File: config.mk
export PLATFORM = sky130hd
export DESIGN_NAME = nlc_frame_serializer_flat
export DESIGN_NICKNAME = d
export VERILOG_FILES = /design/src/rtl/nlc_frame_serializer_if.sv /design/src/rtl/nlc_frame_serializer.sv /design/src/flat_wrapper.sv
export SDC_FILE = /design/constraint.sdc
export NUM_CORES = 1
export LEC_CHECK = 0
export BUFFER_PORTS_ARGS = -buffer_cell sky130_fd_sc_hd__buf_2
export CAP_MARGIN = 20
export CORE_AREA = 2 2 350 352
export DETAILED_ROUTE_END_ITERATION = 10
export DIE_AREA = 0 0 352 354
export GPL_TIMING_DRIVEN = 0
export PLACE_DENSITY_LB_ADDON = 0.08
export RECOVER_POWER = 100
export SYNTH_ARGS = -nofsm -noshare
export SYNTH_HDL_FRONTEND = slang
export SYNTH_SLANG_ARGS = --single-unit
File: constraint.sdc
create_clock -name clk -period 17.9 [get_ports clk]
set_clock_uncertainty 0.2 [all_clocks]
set_input_delay 5.37 -clock clk [delete_from_list [all_inputs] [get_ports clk]]
set_output_delay 5.37 -clock clk [all_outputs]
set_load 0.1 [all_outputs]
File: src/rtl/nlc_frame_serializer_if.sv
// Output stream bundle of the NLC frame serializer: one channel word per beat
// over a valid/ready handshake, plus channel index, last flag and error term.
interface nlc_frame_serializer_if #(
    parameter int DATA_W = 21,
    parameter int CH_W   = 4
);
    logic              out_valid_o;
    logic              out_ready_i;
    logic [DATA_W-1:0] out_data_o;
    logic [CH_W-1:0]   out_ch_o;
    logic              out_last_o;
    logic [DATA_W:0]   out_err_o;

    modport master (
        output out_valid_o, out_data_o, out_ch_o, out_last_o, out_err_o,
        input  out_ready_i
    );

    modport slave (
        input  out_valid_o, out_data_o, out_ch_o, out_last_o, out_err_o,
        output out_ready_i
    );
endinterface

File: src/rtl/nlc_frame_serializer.sv
// Two-deep frame buffer that captures a full NLC x_lin frame per pulse and streams it
// out one channel per beat. Optional macro NLC_FRAME_ERR_EN adds the x_lin - x_ref term.
module nlc_frame_serializer #(
    parameter int NUM_CH = 16,
    parameter int DATA_W = 21,
    parameter int CH_W   = 4,
    parameter int CNT_W  = 16
) (
    input  logic                     clk,
    input  logic                     reset,
    input  logic                     frame_vld_i,
    input  logic [NUM_CH*DATA_W-1:0] x_lin_i,
    input  logic [DATA_W-1:0]        x_ref_i,
    nlc_frame_serializer_if.master   out_if,
    output logic                     ovf_o,
    input  logic                     ovf_clr_i,
    output logic [CNT_W-1:0]         frame_cnt_o,
    output logic [CNT_W-1:0]         drop_cnt_o
);
    localparam logic [CH_W-1:0] LAST_CH = CH_W'(NUM_CH - 1);

    typedef enum logic {IDLE, SEND} state_t;

    state_t            state_reg, state_next;
    logic [1:0]        count_reg, count_next;
    logic              wr_ptr_reg, wr_ptr_next;
    logic              rd_ptr_reg, rd_ptr_next;
    logic [CH_W-1:0]   ch_idx_reg, ch_idx_next;
    logic [DATA_W-1:0] out_data_reg, word_next;
    logic [CH_W-1:0]   out_ch_reg;
    logic              out_last_reg;
    logic [DATA_W:0]   out_err_reg, err_next;
    logic              ovf_reg, ovf_next;
    logic [CNT_W-1:0]  frame_cnt_reg, frame_cnt_next;
    logic [CNT_W-1:0]  drop_cnt_reg, drop_cnt_next;

    logic capture, drop, fire, final_beat, load, bypass;
    logic [CNT_W-1:0] drop_base;

    logic [DATA_W-1:0] x_lin_w  [NUM_CH];
    logic [DATA_W-1:0] bank_mem [2][NUM_CH];

    genvar gi;
    generate
        for (gi = 0; gi < NUM_CH; gi++) begin : g_unpack
            assign x_lin_w[gi] = x_lin_i[gi*DATA_W +: DATA_W];
        end
    endgenerate

    // The bank being read is never the bank being written while count>0,
    // so the oldest undelivered frame cannot be overwritten.
    always_ff @(posedge clk) begin
        if (capture) begin
            for (int i = 0; i < NUM_CH; i++) begin
                bank_mem[wr_ptr_reg][i] <= x_lin_w[i];
            end
        end
    end

`ifdef NLC_FRAME_ERR_EN
    logic [DATA_W-1:0] ref_mem [2];
    logic [DATA_W-1:0] ref_next;

    always_ff @(posedge clk) begin
        if (capture) begin
            ref_mem[wr_ptr_reg] <= x_ref_i;
        end
    end

    always_comb begin
        ref_next = bypass ? x_ref_i : ref_mem[rd_ptr_next];
        err_next = {1'b0, word_next} - {1'b0, ref_next};
    end
`else
    logic unused_ref;
    assign unused_ref = ^x_ref_i;
    assign err_next   = '0;
`endif

    always_comb begin
        capture    = frame_vld_i && (count_reg != 2'd2);
        drop       = frame_vld_i && (count_reg == 2'd2);
        fire       = (state_reg == SEND) && out_if.out_ready_i;
        final_beat = fire && (ch_idx_reg == LAST_CH);

        count_next = count_reg;
        case ({capture, final_beat})
            2'b10:   count_next = count_reg + 2'd1;
            2'b01:   count_next = count_reg - 2'd1;
            default: count_next = count_reg;
        endcase
        state_next = (count_next != 2'd0) ? SEND : IDLE;

        wr_ptr_next = wr_ptr_reg ^ capture;
        rd_ptr_next = rd_ptr_reg ^ final_beat;

        ch_idx_next = ch_idx_reg;
        if (final_beat) begin
            ch_idx_next = '0;
        end else if (fire) begin
            ch_idx_next = ch_idx_reg + 1'b1;
        end

        // Refresh the presented word only when a new one becomes visible;
        // otherwise the output registers hold (stall or idle).
        load   = (count_next != 2'd0) && (fire || (count_reg == 2'd0));
        // Next word lives in the bank being written this very edge.
        bypass = capture && (wr_ptr_reg == rd_ptr_next);
        word_next = bypass ? x_lin_w[ch_idx_next] : bank_mem[rd_ptr_next][ch_idx_next];

        ovf_next       = drop ? 1'b1 : (ovf_clr_i ? 1'b0 : ovf_reg);
        drop_base      = ovf_clr_i ? '0 : drop_cnt_reg;
        drop_cnt_next  = (drop && (drop_base != '1)) ? drop_base + 1'b1 : drop_base;
        frame_cnt_next = final_beat ? frame_cnt_reg + 1'b1 : frame_cnt_reg;
    end

    always_ff @(posedge clk or negedge reset) begin
        if (!reset) begin
            state_reg     <= IDLE;
            count_reg     <= '0;
            wr_ptr_reg    <= 1'b0;
            rd_ptr_reg    <= 1'b0;
            ch_idx_reg    <= '0;
            out_data_reg  <= '0;
            out_ch_reg    <= '0;
            out_last_reg  <= 1'b0;
            out_err_reg   <= '0;
            ovf_reg       <= 1'b0;
            frame_cnt_reg <= '0;
            drop_cnt_reg  <= '0;
        end else begin
            state_reg     <= state_next;
            count_reg     <= count_next;
            wr_ptr_reg    <= wr_ptr_next;
            rd_ptr_reg    <= rd_ptr_next;
            ch_idx_reg    <= ch_idx_next;
            ovf_reg       <= ovf_next;
            frame_cnt_reg <= frame_cnt_next;
            drop_cnt_reg  <= drop_cnt_next;
            if (load) begin
                out_data_reg <= word_next;
                out_ch_reg   <= ch_idx_next;
                out_last_reg <= (ch_idx_next == LAST_CH);
                out_err_reg  <= err_next;
            end
        end
    end

    assign out_if.out_valid_o = (state_reg == SEND);
    assign out_if.out_data_o  = out_data_reg;
    assign out_if.out_ch_o    = out_ch_reg;
    assign out_if.out_last_o  = out_last_reg && (state_reg == SEND);
    assign out_if.out_err_o   = out_err_reg;
    assign ovf_o              = ovf_reg;
    assign frame_cnt_o        = frame_cnt_reg;
    assign drop_cnt_o         = drop_cnt_reg;
endmodule

File: src/flat_wrapper.sv
// flat-port wrapper written by rule: the top's interface ports become plain ports
module nlc_frame_serializer_flat 
#(
    parameter int NUM_CH = 16,
    parameter int DATA_W = 21,
    parameter int CH_W   = 4,
    parameter int CNT_W  = 16
)
  (clk, reset, frame_vld_i, x_lin_i, x_ref_i, ovf_o, ovf_clr_i, frame_cnt_o, drop_cnt_o, out_if_out_valid_o, out_if_out_data_o, out_if_out_ch_o, out_if_out_last_o, out_if_out_err_o, out_if_out_ready_i);
  nlc_frame_serializer_if #(.DATA_W(DATA_W), .CH_W(CH_W)) out_if_i ();
  input  logic clk;
  input  logic reset;
  input  logic frame_vld_i;
  input  logic [NUM_CH*DATA_W-1:0] x_lin_i;
  input  logic [DATA_W-1:0] x_ref_i;
  output logic ovf_o;
  input  logic ovf_clr_i;
  output logic [CNT_W-1:0] frame_cnt_o;
  output logic [CNT_W-1:0] drop_cnt_o;
  output wire logic [$bits(out_if_i.out_valid_o)-1:0] out_if_out_valid_o;
  output wire logic [$bits(out_if_i.out_data_o)-1:0] out_if_out_data_o;
  output wire logic [$bits(out_if_i.out_ch_o)-1:0] out_if_out_ch_o;
  output wire logic [$bits(out_if_i.out_last_o)-1:0] out_if_out_last_o;
  output wire logic [$bits(out_if_i.out_err_o)-1:0] out_if_out_err_o;
  input wire logic [$bits(out_if_i.out_ready_i)-1:0] out_if_out_ready_i;
  assign out_if_out_valid_o = out_if_i.out_valid_o;
  assign out_if_out_data_o = out_if_i.out_data_o;
  assign out_if_out_ch_o = out_if_i.out_ch_o;
  assign out_if_out_last_o = out_if_i.out_last_o;
  assign out_if_out_err_o = out_if_i.out_err_o;
  assign out_if_i.out_ready_i = out_if_out_ready_i;
  nlc_frame_serializer #(.NUM_CH(NUM_CH), .DATA_W(DATA_W), .CH_W(CH_W), .CNT_W(CNT_W)) u_core (.clk(clk), .reset(reset), .frame_vld_i(frame_vld_i), .x_lin_i(x_lin_i), .x_ref_i(x_ref_i), .out_if(out_if_i), .ovf_o(ovf_o), .ovf_clr_i(ovf_clr_i), .frame_cnt_o(frame_cnt_o), .drop_cnt_o(drop_cnt_o));
endmodule
==> results of run 1 <==
[how the worst max path moves through the flow]
| stage | start | end | slack (ps) | cells past startpoint |
|---|---|---|---|---|
| finish | frame_vld_i | u_core.bank_mem[1][112] | 5380 | 6 |
| global route | frame_vld_i | u_core.bank_mem[1][87] | 4750 | 6 |
| CTS | out_if_out_ready_i | u_core.out_if.out_data_o[14] | 8080 | 15 |
| detailed placement | out_if_out_ready_i | u_core.out_if.out_data_o[14] | 7360 | 15 |
| global placement | frame_vld_i | u_core.bank_mem[1][138] | -1870 | 3 |
| floorplan | frame_vld_i | u_core.bank_mem[0][0] | 3740 | 2 |
[layer usage]
metal  GRT usage  share of wire  up-vias
li1            -              -    10900
met1       0.321           0.42    13300
met2       0.385           0.47     1386
met3      0.0563          0.088      259
met4      0.0671          0.029       32
met5           0         0.0015        -
[cell type report]
type	count	area share
plain buffers	214	0.0252
repair buffers	420	0.0420
clock inverters	45	0.00998
inverters	15	0.00140
multi-input cells	1534	0.266
well taps	1625	0.0505
diodes	17	0.00106
flip-flops and latches	740	0.544
clock buffers	118	0.0601
[logic make-up (layout without fill, tap and decap cells)]
logic type / Yosys count / in the layout / synth area share
fa+ha+maj: 6 / 6 / 0.00223
simple gates: 756 / 756 / 0.0983
buf+inv: 229 / 812 / 0.0323
xor+xnor: 33 / 33 / 0.00860
mux: 148 / 148 / 0.0863
compound gates: 569 / 569 / 0.121
other cells: 1 / 39 / 0.000112
flops: 740 / 740 / 0.651
[critical path, delay by kind of cell]
family | cells | cell delay, ps
adder cells (fa/ha/maj) | 1 | 1270
AND/OR/NAND/NOR | 1 | 190
buffers and inverters | 4 | 5610
[power breakdown]
part,switching [mW],leakage [nW],total [mW],internal [mW]
clock network,0.749,1.38,1.78,1.03
registers,0.155,7.13,2.54,2.39
logic,2.83,4.73,3.83,1.00
[metrics by stage]
| stage | instance area (um^2) | setup WS (ps) |
|---|---|---|
| final | 40200 | 5380 |
| after global routing | 40200 | 4750 |
| after CTS | 41000 | 8080 |
| after detailed placement | 38200 | 7360 |
| after global placement | 37700 | -1870 |
| after floorplan | 33700 | 3740 |
[placed cells by master, fill, tap and decap left out, drive strengths merged, types with 12 or more instances in the layout]
cell type  instances
conb              22
diode             17
and2              12
xnor2             21
o22ai             70
mux4             112
a211oi            24
a311oi            16
a22oi             34
nand3            180
a21oi            114
a32oi             35
clkbuf           623
nand4             17
nand2            389
inv               18
a221oi           112
clkinv            35
buf              129
edfxtp           672
xor2              12
or3               19
dfrtp             68
a31oi             18
a222oi            18
nor2              97
o21ai             60
o221ai            21
mux2i             33
==> run_results.csv, run 1 <==
group,metric,value,unit
layout,instances_no_fill,4728,
cts,clk_pin_slew,60,ps
sta,setup_viol,0,
synthesis,ys.warnings.count,0,
synthesis,synthCells,2482,
run,drv_cap,15,
synthesis,ys_ff_latch,740,
detailed_routing,vias_per_cell,5.48,
cts,cts_tree,"built",
critical_path,endpoint_kind,"flip-flop",
place,port_buffers,399,
global_routing,grt_use_total,0.239,
sta,slew_viol_final,689,
critical_path,cp-start-kind,"input pin",
cts,postCtsResizedCells,0,
place,hpwl,115,mm
layout,regArea,21900,um^2
cts,cts_setup_buffers,0,
die,coreArea,121000,um^2
synthesis,synth.most_common_cell,"edfxtp_1",
critical_path,crit_required,17940,ps
global_routing,grt_max_degree,61,
critical_path,crit_top_cell,"clkbuf_1",
die,rows,128,
die,die_h,354,um
layout,synthToLayoutAreaGrowth,19.8,%
status,violations,"design-rule violations, max-capacitance violations, max-slew violations",
hold_path,min_path_type,"flip-flop to flip-flop",
detailed_routing,wl_per_cell,32.4,um
sta,finalSetupTns,0,ps
die,fp.dieArea,125000,um^2
synthesis,synth_top_area_share,0.600,
critical_path,slowest_delay,1990,ps
sta,fin_crit_sh,0.700,
detailed_routing,totalWireLength,153,mm
sta,rsz0062_at_grt,"false",
synthesis,synthDistinctLibCells,72,
cts,hold_buffers,0,
place,gp_congestion,0.878,
sta,hold_ws,275,ps
critical_path,crit_chain,"buf_2 -> and2_0 -> ha_1 -> clkbuf_1 -> clkbuf_1 -> clkbuf_1",
synthesis,yosys-top-cells-area,"edfxtp_1 (60%), mux4_2 (7.5%), dfrtp_1 (5.1%), nand2_1 (4.3%), a221oi_1 (2.9%)",
sta,worst_pin_slew,3760,ps
layout,nNetsFinal,3382,
sta,clock.fmax,79.9,MHz
die,dieWidth,352,um
cts,cts_buffers,89,
layout,regMostFlops,"u_core.bank_mem",
layout,layout-drive-gt1-share,0.112,
die,io_pins,444,
global_routing,antenna_found_initial,45,
critical_path,critPathSlowestCell,"clkbuf_1",
critical_path,criticalPathCategory,"input pin to flip-flop",
synthesis,synth_top_flop_cell,"edfxtp_1",
critical_path,worstPathArrival,12560,ps
synthesis,ys_seq_area_frac,0.651,
pwr,power.density,203,nW/um^2
detailed_routing,vias,25900,
detailed_routing,drtPass1Iterations,11,
layout,multi_input_area,10700,um^2
cts,htree_levels,3,
critical_path,r2r-end,"u_core.bank_mem[1][112]",
hold_path,min_path_cells,1,
detailed_routing,drt_iter0_drc,3255,
synthesis,synth_edf_count,672,
critical_path,rrSetupSlack,9410,ps
global_routing,grt-ovfl-total,0,
cts,clk_path_buf_depth,3,
critical_path,worstReg2RegStart,"u_core.count_reg[0]",
layout,nFillCells,12300,
detailed_routing,drc,3,
hold_path,min_to,"u_core.frame_cnt_o[15]",
global_routing,grt_pass1_vias,25900,
critical_path,r2r_cells,7,
pwr,p_leak,13.2,nW
detailed_routing,ant_nets,0,
cts,insertion_delay,680,ps
cts,root_buffer,"clkbuf_16",
status,status,"finished, violations left",
synthesis,synth_top_cell_by_area,"edfxtp_1",
synthesis,syn_area,33600,um^2
die,initial_utilization,0.278,
critical_path,cp_max_fo,41,
pwr,peakVddDrop,98.1,uV
synthesis,synth_common_cells,"edfxtp_1 (672), nand2_1 (388), nand3_1 (179), a21oi_1 (114), mux4_2 (112)",
synthesis,async_flop_share,0.0919,
layout,fin_util,0.333,
place,placed_cells,4547,
pwr,totalPowerFinal,8.16,mW
synthesis,syn_area_per_cell,13.5,um^2
cts,cts.sinks,740,
sta,hold_viol,0,
global_routing,grt_pass1_wl,208,mm
sta,max_slew_margin,-1.51,
hold_path,hp-start,"u_core.frame_cnt_o[15]",
sta,fin_crit,12520,ps
layout,largest_reg_flops,672,
(Power assumes the default switching activity.)
==> inputs of run 2 (changes only) <==
--- a/config.mk
+++ b/config.mk
@@ -5,11 +5,12 @@
 export SDC_FILE = /design/constraint.sdc
 export NUM_CORES = 1
 export LEC_CHECK = 0
+export ABC_AREA = 1
 export BUFFER_PORTS_ARGS = -buffer_cell sky130_fd_sc_hd__buf_2
 export CAP_MARGIN = 20
-export CORE_AREA = 2 2 350 352
+export CORE_AREA = 2 2 367 369
 export DETAILED_ROUTE_END_ITERATION = 10
-export DIE_AREA = 0 0 352 354
+export DIE_AREA = 0 0 369 371
 export GPL_TIMING_DRIVEN = 0
 export PLACE_DENSITY_LB_ADDON = 0.08
 export RECOVER_POWER = 100
==> constraint.sdc (replaced) <==
create_clock -name clk -period 12.4 [get_ports clk]
set_clock_uncertainty 0.2 [all_clocks]
set_input_delay 3.72 -clock clk [delete_from_list [all_inputs] [get_ports clk]]
set_output_delay 3.72 -clock clk [all_outputs]
set_load 0.1 [all_outputs]
==> run_results.csv, run 2 <==
group,metric,value,unit
sta,fin_crit_sh,0.716,
detailed_routing,wl_per_cell,24.4,um
detailed_routing,totalWireLength,160,mm
sta,setup_viol,0,
detailed_routing,ant_nets,0,
synthesis,synth_mux_area_frac,0,
cts,cts_buffers,93,
cts,insertion_delay,700,ps
die,initial_utilization,0.278,
cts,cts_tree,"built",
critical_path,path_buf_inv,5,
cts,clk_path_buf_depth,3,
cts,clk_pin_slew,50,ps
die,dieWidth,369,um
synthesis,synthCells,4160,
synthesis,synthDistinctLibCells,34,
detailed_routing,drtPass1Iterations,6,
synthesis,synth_compound_area_frac,0.0298,
sta,fin_crit,8880,ps
place,hpwl,119,mm
cts,cts.sinks,740,
sta,worst_pin_slew,3650,ps
pwr,seqPwrFrac,0.270,
die,rows,134,
critical_path,crit_required,12560,ps
status,status,"finished, violations left",
layout,largest_reg_flops,672,
detailed_routing,vias,29900,
hold_path,min_path_type,"flip-flop to flip-flop",
die,die_h,371,um
critical_path,cp_max_fo,51,
critical_path,rrSetupSlack,6460,ps
cts,hold_buffers,0,
detailed_routing,drt_iter0_drc,2483,
layout,nNetsFinal,5061,
detailed_routing,drc,0,
place,dp_slack,5120,ps
synthesis,syn_area_per_cell,8.88,um^2
synthesis,synth_xor_area_frac,0.00779,
synthesis,synth_top_area_share,0.547,
pwr,p_sw_frac,0.502,
detailed_routing,vias_per_cell,4.56,
global_routing,grt-ovfl-total,0,
pwr,p_leak,19.8,nW
cts,postCtsResizedCells,0,
place,gp_congestion,0.858,
synthesis,yosys-top-cells-area,"edfxtp_1 (55%), nand2_1 (11%), nand3_1 (11%), inv_1 (9.4%), dfrtp_1 (4.6%)",
die,coreArea,133000,um^2
sta,hold_viol,0,
critical_path,crit_chain,"clkbuf_1 -> inv_1 -> nor2_1 -> ha_1 -> clkbuf_1 -> buf_12 -> buf_12",
synthesis,yosys.area_share.simple,0.238,
global_routing,grt_pass1_wl,218,mm
layout,final_cell_mix,"nand2_1 (1124), inv_1 (925), nand3_1 (819), edfxtp_1 (672), clkbuf_1 (492)",
synthesis,ys.warnings.count,0,
die,fp.dieArea,137000,um^2
synthesis,syn_area,36900,um^2
critical_path,criticalPathCategory,"input pin to flip-flop",
die,io_pins,444,
place,placed_cells,6366,
sta,clock.fmax,113,MHz
layout,instances_no_fill,6555,
place,port_buffers,400,
run,drv_cap,16,
global_routing,grt_use_total,0.230,
pwr,internal-power,6.57,mW
critical_path,endpoint_kind,"flip-flop",
synthesis,synth_top_family_by_area,"simple AND/OR/NAND/NOR gates",
pwr,power_frac_clock,0.206,
sta,setup_slack,3520,ps
layout,fin_util,0.331,
pwr,pwr-share-comb,0.524,
synthesis,synth_top_flop_cell,"edfxtp_1",
synthesis,synth_common_cells,"nand2_1 (1122), inv_1 (922), nand3_1 (819), edfxtp_1 (672), buf_2 (142)",
sta,slew_viol_final,448,
sta,hold_ws,285,ps
critical_path,cp-start-kind,"input pin",
pwr,switching_power,6.63,mW
cts,htree_levels,3,
cts,cts_setup_buffers,0,
layout,synthToLayoutAreaGrowth,18.9,%
cts,root_buffer,"clkbuf_16",
synthesis,synth_top_cell_by_area,"edfxtp_1",
layout,layout-drive-gt1-share,0.0690,
pwr,totalPowerFinal,13.2,mW
critical_path,worstPathArrival,9040,ps
critical_path,critPathSlowestCell,"clkbuf_1",
global_routing,grt_max_degree,55,
synthesis,ys_ff_latch,740,
critical_path,path_delay_family,"buffers and inverters",
synthesis,synth.most_common_cell,"nand2_1",
pwr,peakVddDrop,140,uV
layout,final_common_cell,"nand2_1",
synthesis,synth_fa_ha_area_frac,0.00203,
sta,rsz0062_at_grt,"false",
pwr,power.density,301,nW/um^2
status,violations,"max-capacitance violations, max-slew violations",
synthesis,async_flop_share,0.0919,
global_routing,antenna_found_initial,60,
synthesis,synth_edf_count,672,
layout,regMostFlops,"u_core.bank_mem",
global_routing,grt_pass1_vias,27900,
sta,max_slew_margin,-1.43,
critical_path,slowest_delay,2650,ps
synthesis,ys_seq_area_frac,0.593,
-- run 2: cell count changes after synthesis, sizes merged, moves of 34 or more --
cell	change
o22ai	-70
a221oi	-112
a32oi	-35
a21oi	-71
clkbuf	-43
buf	+81
nand3	+641
inv	+915
a22oi	-34
o211ai	+95
nand2	+739
o21ai	-44
mux4	-112
-- run 2: layer usage --
metal	vias to the layer above	global-route usage	wire, um
li1	14300	-	-
met5	-	0	359
met1	14300	0.307	69300
met3	262	0.0578	13200
met2	1021	0.367	72500
met4	56	0.0653	4310
-- run 2: final timing paths --
| check | start | cells past startpoint | to |
|---|---|---|---|
| worst min register to register | u_core.frame_cnt_o[15] | 1 | u_core.frame_cnt_o[15] |
| worst max-delay path | frame_vld_i | 7 | u_core.bank_mem[1][160] |
| worst min-delay path | u_core.frame_cnt_o[15] | 1 | u_core.frame_cnt_o[15] |
| min in group asynchronous | reset | 1 | u_core.frame_cnt_o[0] |
| worst max register to register | u_core.count_reg[1] | 7 | u_core.bank_mem[1][160] |
| max in group asynchronous | reset | 2 | u_core.out_if.out_ch_o[1] |
-- run 2: through the flow --
step | instance area (um^2) | setup TNS (ps)
floorplan | 37000 | -149160
global placement | 41200 | -4695180
detailed placement | 41700 | 0
CTS | 44700 | 0
global route | 43900 | 0
finish | 43900 | 0
-- run 2: power by group through the flow --
| stage | sequential (mW) | clock [mW] | combinational, mW |
|---|---|---|---|
| global route | 3.61 | 2.89 | 7.40 |
| finish | 3.57 | 2.72 | 6.92 |
| detailed placement | 3.59 | 0 | 7.03 |
| floorplan | 4.14 | 0 | 3.47 |
| global placement | 4.00 | 0 | 6.91 |
| CTS | 3.54 | 2.79 | 7.05 |
-- run 2: logic make-up (layout without fill, tap and decap cells) --
family / count (synthesis) / count (layout)
AND/OR/NAND/NOR: 2037 / 2037
buffers and inverters: 1180 / 1770
flip-flops: 740 / 740
AO/OA/AOI/OAI: 164 / 164
XOR/XNOR: 32 / 32
adder cells (fa/ha/maj): 6 / 6
other: 1 / 38
-- run 2: cell type report --
cell class / instances / area [um^2]
Antenna cell: 16 / 40.0
Inverter: 928 / 3480
Tap cell: 1768 / 2210
Buffer: 252 / 1300
Timing Repair Buffer: 417 / 1730
Fill cell: 14100 / 88900
Multi-Input combinational cell: 2261 / 10300
Clock buffer: 140 / 2670
Clock inverter: 33 / 337
Sequential cell: 740 / 21900
